**src/rtl/sync_fifo_pkg.sv**
```systemverilog
// Shared constants and sizing helpers for the single-clock programmable FIFO.
// Sizes are derived from ADDRSIZE at elaboration time.
package sync_fifo_pkg;

    localparam int DEF_DATASIZE = 8;
    localparam int DEF_ADDRSIZE = 8;

    // Pointers carry one extra wrap bit above the memory address.
    function automatic int ptr_width(input int addrsize);
        return addrsize + 1;
    endfunction

    // Occupancy at which the half-full flag asserts.
    function automatic int half_level(input int addrsize);
        return (1 << addrsize) / 2;
    endfunction

endpackage

```
**src/rtl/sync_fifo_mem.sv**
```systemverilog
// DATASIZE x DEPTH storage with one synchronous write port and one read port.
// SYNC_FIFO_FWFT_EN makes the read port combinational; otherwise it is registered.
module sync_fifo_mem
    import sync_fifo_pkg::*;
#(
    parameter int DATASIZE = DEF_DATASIZE,
    parameter int ADDRSIZE = DEF_ADDRSIZE
) (
    input  logic                clk,
`ifndef SYNC_FIFO_FWFT_EN
    input  logic                rst,
    input  logic                re,
`endif
    input  logic                we,
    input  logic [ADDRSIZE-1:0] waddr,
    input  logic [DATASIZE-1:0] wdata,
    input  logic [ADDRSIZE-1:0] raddr,
    output logic [DATASIZE-1:0] rdata
);

    localparam int DEPTH = 1 << ADDRSIZE;

    logic [DATASIZE-1:0] mem_q [DEPTH];

    // Write port: store the word on an accepted write.
    always_ff @(posedge clk) begin
        if (we) begin
            mem_q[waddr] <= wdata;
        end
    end

`ifdef SYNC_FIFO_FWFT_EN
    // Head word is always visible; the consumer pops it with the read strobe.
    assign rdata = mem_q[raddr];
`else
    logic [DATASIZE-1:0] rdata_q;

    // Read port: capture the head word on an accepted read, hold otherwise.
    always_ff @(posedge clk or posedge rst) begin
        if (rst) begin
            rdata_q <= '0;
        end else if (re) begin
            rdata_q <= mem_q[raddr];
        end
    end

    assign rdata = rdata_q;
`endif

endmodule

```
**src/rtl/sync_fifo_prog.sv**
```systemverilog
// Single-clock FIFO with programmable thresholds, occupancy count and sticky errors.
// Define SYNC_FIFO_FWFT_EN for first-word-fall-through read behaviour.
module sync_fifo_prog
    import sync_fifo_pkg::*;
#(
    parameter int DATASIZE = DEF_DATASIZE,
    parameter int ADDRSIZE = DEF_ADDRSIZE
) (
    input  logic                clk,
    input  logic                rst,
    input  logic                w_inc,
    input  logic [DATASIZE-1:0] wdata,
    input  logic                r_inc,
    output logic [DATASIZE-1:0] rdata,
    input  logic [ADDRSIZE:0]   afull_thresh,
    input  logic [ADDRSIZE:0]   aempty_thresh,
    input  logic                clr_err,
    output logic                wfull,
    output logic                hfull,
    output logic                rempty,
    output logic                hempty,
    output logic                afull,
    output logic                aempty,
    output logic [ADDRSIZE:0]   count,
    output logic                overflow,
    output logic                underflow
);

    localparam int PW    = ptr_width(ADDRSIZE);
    localparam int DEPTH = 1 << ADDRSIZE;
    localparam int HALF  = half_level(ADDRSIZE);

    localparam logic [PW-1:0] DEPTH_V = PW'(DEPTH);
    localparam logic [PW-1:0] HALF_V  = PW'(HALF);
    localparam logic [PW-1:0] ONE     = PW'(1);

    logic [PW-1:0] wptr_q, wptr_d;
    logic [PW-1:0] rptr_q, rptr_d;
    logic [PW-1:0] count_q, count_d;
    logic          wfull_q, wfull_d;
    logic          hfull_q, hfull_d;
    logic          rempty_q, rempty_d;
    logic          hempty_q, hempty_d;
    logic          ovf_q, ovf_d;
    logic          udf_q, udf_d;
    logic          w_acc;
    logic          r_acc;

    // Accept decisions use the registered flags only.
    always_comb begin
        w_acc = w_inc && !wfull_q;
        r_acc = r_inc && !rempty_q;
    end

    // Next pointers, occupancy and the flags derived from the new occupancy.
    always_comb begin
        wptr_d  = wptr_q;
        rptr_d  = rptr_q;
        count_d = count_q;
        if (w_acc) begin
            wptr_d = wptr_q + ONE;
        end
        if (r_acc) begin
            rptr_d = rptr_q + ONE;
        end
        if (w_acc && !r_acc) begin
            count_d = count_q + ONE;
        end else if (!w_acc && r_acc) begin
            count_d = count_q - ONE;
        end
        wfull_d  = (count_d == DEPTH_V);
        hfull_d  = (count_d >= HALF_V);
        rempty_d = (count_d == '0);
        hempty_d = (count_d < HALF_V);
    end

    // Sticky errors: a new error event outranks a clear in the same cycle.
    always_comb begin
        ovf_d = ovf_q;
        udf_d = udf_q;
        if (clr_err) begin
            ovf_d = 1'b0;
            udf_d = 1'b0;
        end
        if (w_inc && wfull_q) begin
            ovf_d = 1'b1;
        end
        if (r_inc && rempty_q) begin
            udf_d = 1'b1;
        end
    end

    // State registers for pointers, occupancy, level flags and errors.
    always_ff @(posedge clk or posedge rst) begin
        if (rst) begin
            wptr_q   <= '0;
            rptr_q   <= '0;
            count_q  <= '0;
            wfull_q  <= 1'b0;
            hfull_q  <= 1'b0;
            rempty_q <= 1'b1;
            hempty_q <= 1'b1;
            ovf_q    <= 1'b0;
            udf_q    <= 1'b0;
        end else begin
            wptr_q   <= wptr_d;
            rptr_q   <= rptr_d;
            count_q  <= count_d;
            wfull_q  <= wfull_d;
            hfull_q  <= hfull_d;
            rempty_q <= rempty_d;
            hempty_q <= hempty_d;
            ovf_q    <= ovf_d;
            udf_q    <= udf_d;
        end
    end

    sync_fifo_mem #(
        .DATASIZE (DATASIZE),
        .ADDRSIZE (ADDRSIZE)
    ) u_mem (
        .clk   (clk),
`ifndef SYNC_FIFO_FWFT_EN
        .rst   (rst),
        .re    (r_acc),
`endif
        .we    (w_acc),
        .waddr (wptr_q[ADDRSIZE-1:0]),
        .wdata (wdata),
        .raddr (rptr_q[ADDRSIZE-1:0]),
        .rdata (rdata)
    );

    // Thresholds are live inputs, so compare them against the registered
    // count directly: a new threshold takes effect immediately and the
    // flags still track count every cycle, including during reset.
    always_comb begin
        afull  = (count_q >= afull_thresh);
        aempty = (count_q <= aempty_thresh);
    end

    assign wfull     = wfull_q;
    assign hfull     = hfull_q;
    assign rempty    = rempty_q;
    assign hempty    = hempty_q;
    assign count     = count_q;
    assign overflow  = ovf_q;
    assign underflow = udf_q;

endmodule
```
**config.mk**
```make
export PLATFORM = sky130hd
export DESIGN_NAME = sync_fifo_prog
export DESIGN_NICKNAME = d
export VERILOG_FILES = /design/src/rtl/sync_fifo_pkg.sv /design/src/rtl/sync_fifo_mem.sv /design/src/rtl/sync_fifo_prog.sv
export SDC_FILE = /design/constraint.sdc
export NUM_CORES = 2
export LEC_CHECK = 0
export ABC_AREA = 1
export CAP_MARGIN = 0
export CORE_MARGIN = 1.5
export CORE_UTILIZATION = 55
export DETAILED_ROUTE_END_ITERATION = 6
export PLACE_DENSITY = 0.72
export REMOVE_ABC_BUFFERS = 1
export SLEW_MARGIN = 20
export SYNTH_ARGS = -nofsm -noshare
export SYNTH_HDL_FRONTEND = slang
export SYNTH_SLANG_ARGS = --single-unit
```
**constraint.sdc**
```tcl
create_clock -name clk -period 2.7 [get_ports clk]
set_input_delay 0.54 -clock clk [delete_from_list [all_inputs] [get_ports clk]]
set_output_delay 0.54 -clock clk [all_outputs]
set_load 0.1 [all_outputs]
```
==> flow_metrics.tcl <==
set metrics [dict create \
    drc 0 \
    required_ns 2.16 \
    num_rows 146 \
    gp_congestion 0.923 \
    violations "negative setup slack" \
    end_kind "output pin" \
    wl_per_cell_um 22.6 \
    grt-ovfl-total 0 \
    yosys.cell_types.count 37 \
    antenna_found_initial 3 \
    timing.final.crit_share 1.19 \
    rsz0062_at_grt "yes" \
    grt_start_max_net_pins 122 \
    critPathKind "reg2out" \
    pwr_density_cell_nw_per_um2 1020 \
    maxCapViolations 0 \
    cts.path.max_buffers 3 \
    peakVddDrop_v 0.00113 \
    crit_fanout 2 \
    tns_ns -0.955 \
    seq_area_frac_synth 0.711 \
    initial_utilization 0.554 \
    syn2layout_area_growth_pct 16.1 \
    die_area_um2 162000 \
    r2r_setup_slack_ns 0.01 \
    r2r-end "u_mem.rdata[5]" \
    dp_slack_ns -0.391 \
    r2r_start "rptr_q[0]" \
    min_to "u_mem.mem_q[134][7]" \
    hold_buffers 0 \
    maxSlewViolCount 0 \
    worstSkewPairLatency_ns 0.84 \
    final_util 0.643 \
    fmax_ghz 0.310 \
    finalCriticalPeriod_ns 3.22 \
    final_common_cell "edfxtp_1" \
    io_buffers 55 \
    postLayoutCellArea_um2 102000 \
    die_h_um 403 \
    first_global_vias 58600 \
    n_fill_cell 11600 \
    cts_made_buffers 197 \
    skew_ns 0.0239 \
    reg2reg_depth 18 \
    cts-root-buf "clkbuf_16" \
    ys_ff_latch 2087 \
    whs_ns 0.108 \
    clock_sinks 2087 \
    netlist_area_um2 87900 \
    holdPathStages 1 \
    tightest_slew_ns 0.772 \
    grt_first_pass_wirelength_um 353000 \
    netlist_instances 7991 \
    status "complete, but fails checks" \
    syn-mean-instance-area_um2 11.0 \
    grt_use_total 0.289 \
    drive_above_1_share 0.122 \
    hold_class "in2reg" \
    slew_headroom 0.485 \
    drt_iter0_markers 8913 \
    clk_pin_slew_ns 0.06 \
    leakagePower_nw 38.9 \
    place_area_um2 94700 \
    yosysWarnings 0 \
    die_w_um 403 \
    routed_via_density 5.78 \
    finalHoldViolations 0 \
    pin_count 56 \
    vias 61600 \
    coreArea_um2 159000 \
    finalSetupViolCount 2 \
    routed_wl_um 241000 \
    dr.pass1.iters 6 \
    cp-start-kind "flip-flop" \
    final_cell_mix "edfxtp_1, nand2_1, nor2_1" \
    arrival_ns 2.68 \
    layout.nets 8479 \
    final_antenna_net_count 0 \
    cts_max_level 4 \
    cts_tree "built" \
    dpl.hpwl_um 146000 \
    setup_slack_ns -0.525 \
    min_from "wdata[7]" \
]
-- timing repair --
action	4_1_cts	5_1_grt
endpoints found under the setup margin	4	10
buffers inserted	2	6
resized for setup	14	141
pin swaps	1	15
hold endpoints to repair	0	0
cloned	0	23
-- registers in the layout, indices dropped and copies added (netlist names) --
register	flops
rptr_q	8
hfull	1
count	9
wfull	1
overflow	1
underflow	1
u_mem.mem_q	2048
wptr_q	8
u_mem.rdata	8
rempty	1
hempty	1
-- per-stage QoR --
| stage | std cells | total power [mW] |
|---|---|---|
| final | 10700 | 104 |
| after CTS | 10600 | 101 |
| after floorplan | 7527 | 48.7 |
| after detailed placement | 10300 | 74.3 |
| after global routing | 10700 | 108 |
| after global placement | 10300 | 73.7 |
-- how the worst max path moves through the flow --
stage                     slack (ns)        endpoint             start  depth (start not counted)
after floorplan               -49.98  u_mem.rdata[1]         rptr_q[0]                         14
after global placement         -0.49          aempty  aempty_thresh[2]                         13
after detailed placement       -0.39          aempty  aempty_thresh[2]                         13
after CTS                      -0.61           afull          count[2]                         11
after global routing           -0.60           afull          count[1]                         11
final                          -0.52           afull          count[1]                         11
-- Yosys cell counts, drive strengths merged --
cell type | n | area, µm²
o21bai | 2 | 15.0
nor4 | 3 | 33.8
nand3 | 541 | 2710
inv | 564 | 2120
nand3b | 1 | 7.51
nand2 | 1926 | 7230
a31oi | 1 | 6.26
ha | 25 | 313
o31ai | 1 | 7.51
nor3b | 1 | 7.51
o22ai | 3 | 18.8
xor2 | 14 | 123
xnor2 | 1 | 8.76
o21ai | 658 | 3290
clkbuf | 196 | 736
nor2 | 1425 | 5350
a32o | 1 | 10.0
mux2i | 1 | 10.0
a211oi | 2 | 15.0
nor3 | 6 | 35.0
buf | 268 | 1630
nand4 | 4 | 25.0
o211ai | 153 | 1150
dfrtp | 37 | 926
clkinv | 2 | 7.51
dfstp | 2 | 52.6
edfxtp | 2048 | 61500
a21oi | 105 | 526
-- worst max-delay path, cell delays in order, from the launching register on --
cell      delay [ns]
dfrtp_1         0.41
buf_6           0.13
ha_1            0.30
nand2_2         0.05
o211ai_1        0.16
nand3_1         0.09
nand2_1         0.06
nand3_1         0.06
nand2_1         0.07
a21oi_1         0.06
o21bai_1        0.23
buf_12          0.21
-- where the power goes --
group | internal (mW) | switching (mW) | total (mW)
registers | 36.1 | 0.578 | 36.7
clock network | 14.7 | 11.8 | 26.5
logic | 12.7 | 27.9 | 40.6
total | 63.5 | 40.3 | 104
-- final cells by class --
type / count / area [µm²] / share of cell area
clock buffers: 254 / 5250 / 0.0515
inverters: 566 / 2180 / 0.0214
clock inverters: 111 / 851 / 0.00834
well taps: 2072 / 2590 / 0.0254
multi-input cells: 4874 / 21300 / 0.209
diodes: 2 / 5.00 / 0.0000491
flip-flops and latches: 2087 / 62500 / 0.612
repair buffers: 696 / 7360 / 0.0721
repair inverters: 1 / 11.3 / 0.000110
-- kinds of logic (layout without fill, tap and decap cells) --
logic type,count (synthesis),in the layout,synth area share
other cells,0,2,0
xor+xnor,15,15,0.00150
buf+inv,1030,1628,0.0511
simple gates,3907,3907,0.175
compound gates,926,926,0.0574
fa+ha+maj,25,25,0.00356
flops,2087,2087,0.711
mux,1,1,0.000114
-- per-layer routing --
layer,wire [µm],GRT usage,share of wire,up-vias
li1,-,-,-,27800
met1,93400,0.402,0.39,29600
met2,112000,0.454,0.46,3665
met3,27200,0.0503,0.11,445
met4,8610,0.117,0.036,0
met5,0,0,0,-
Power figures use the tool's default switching activity.
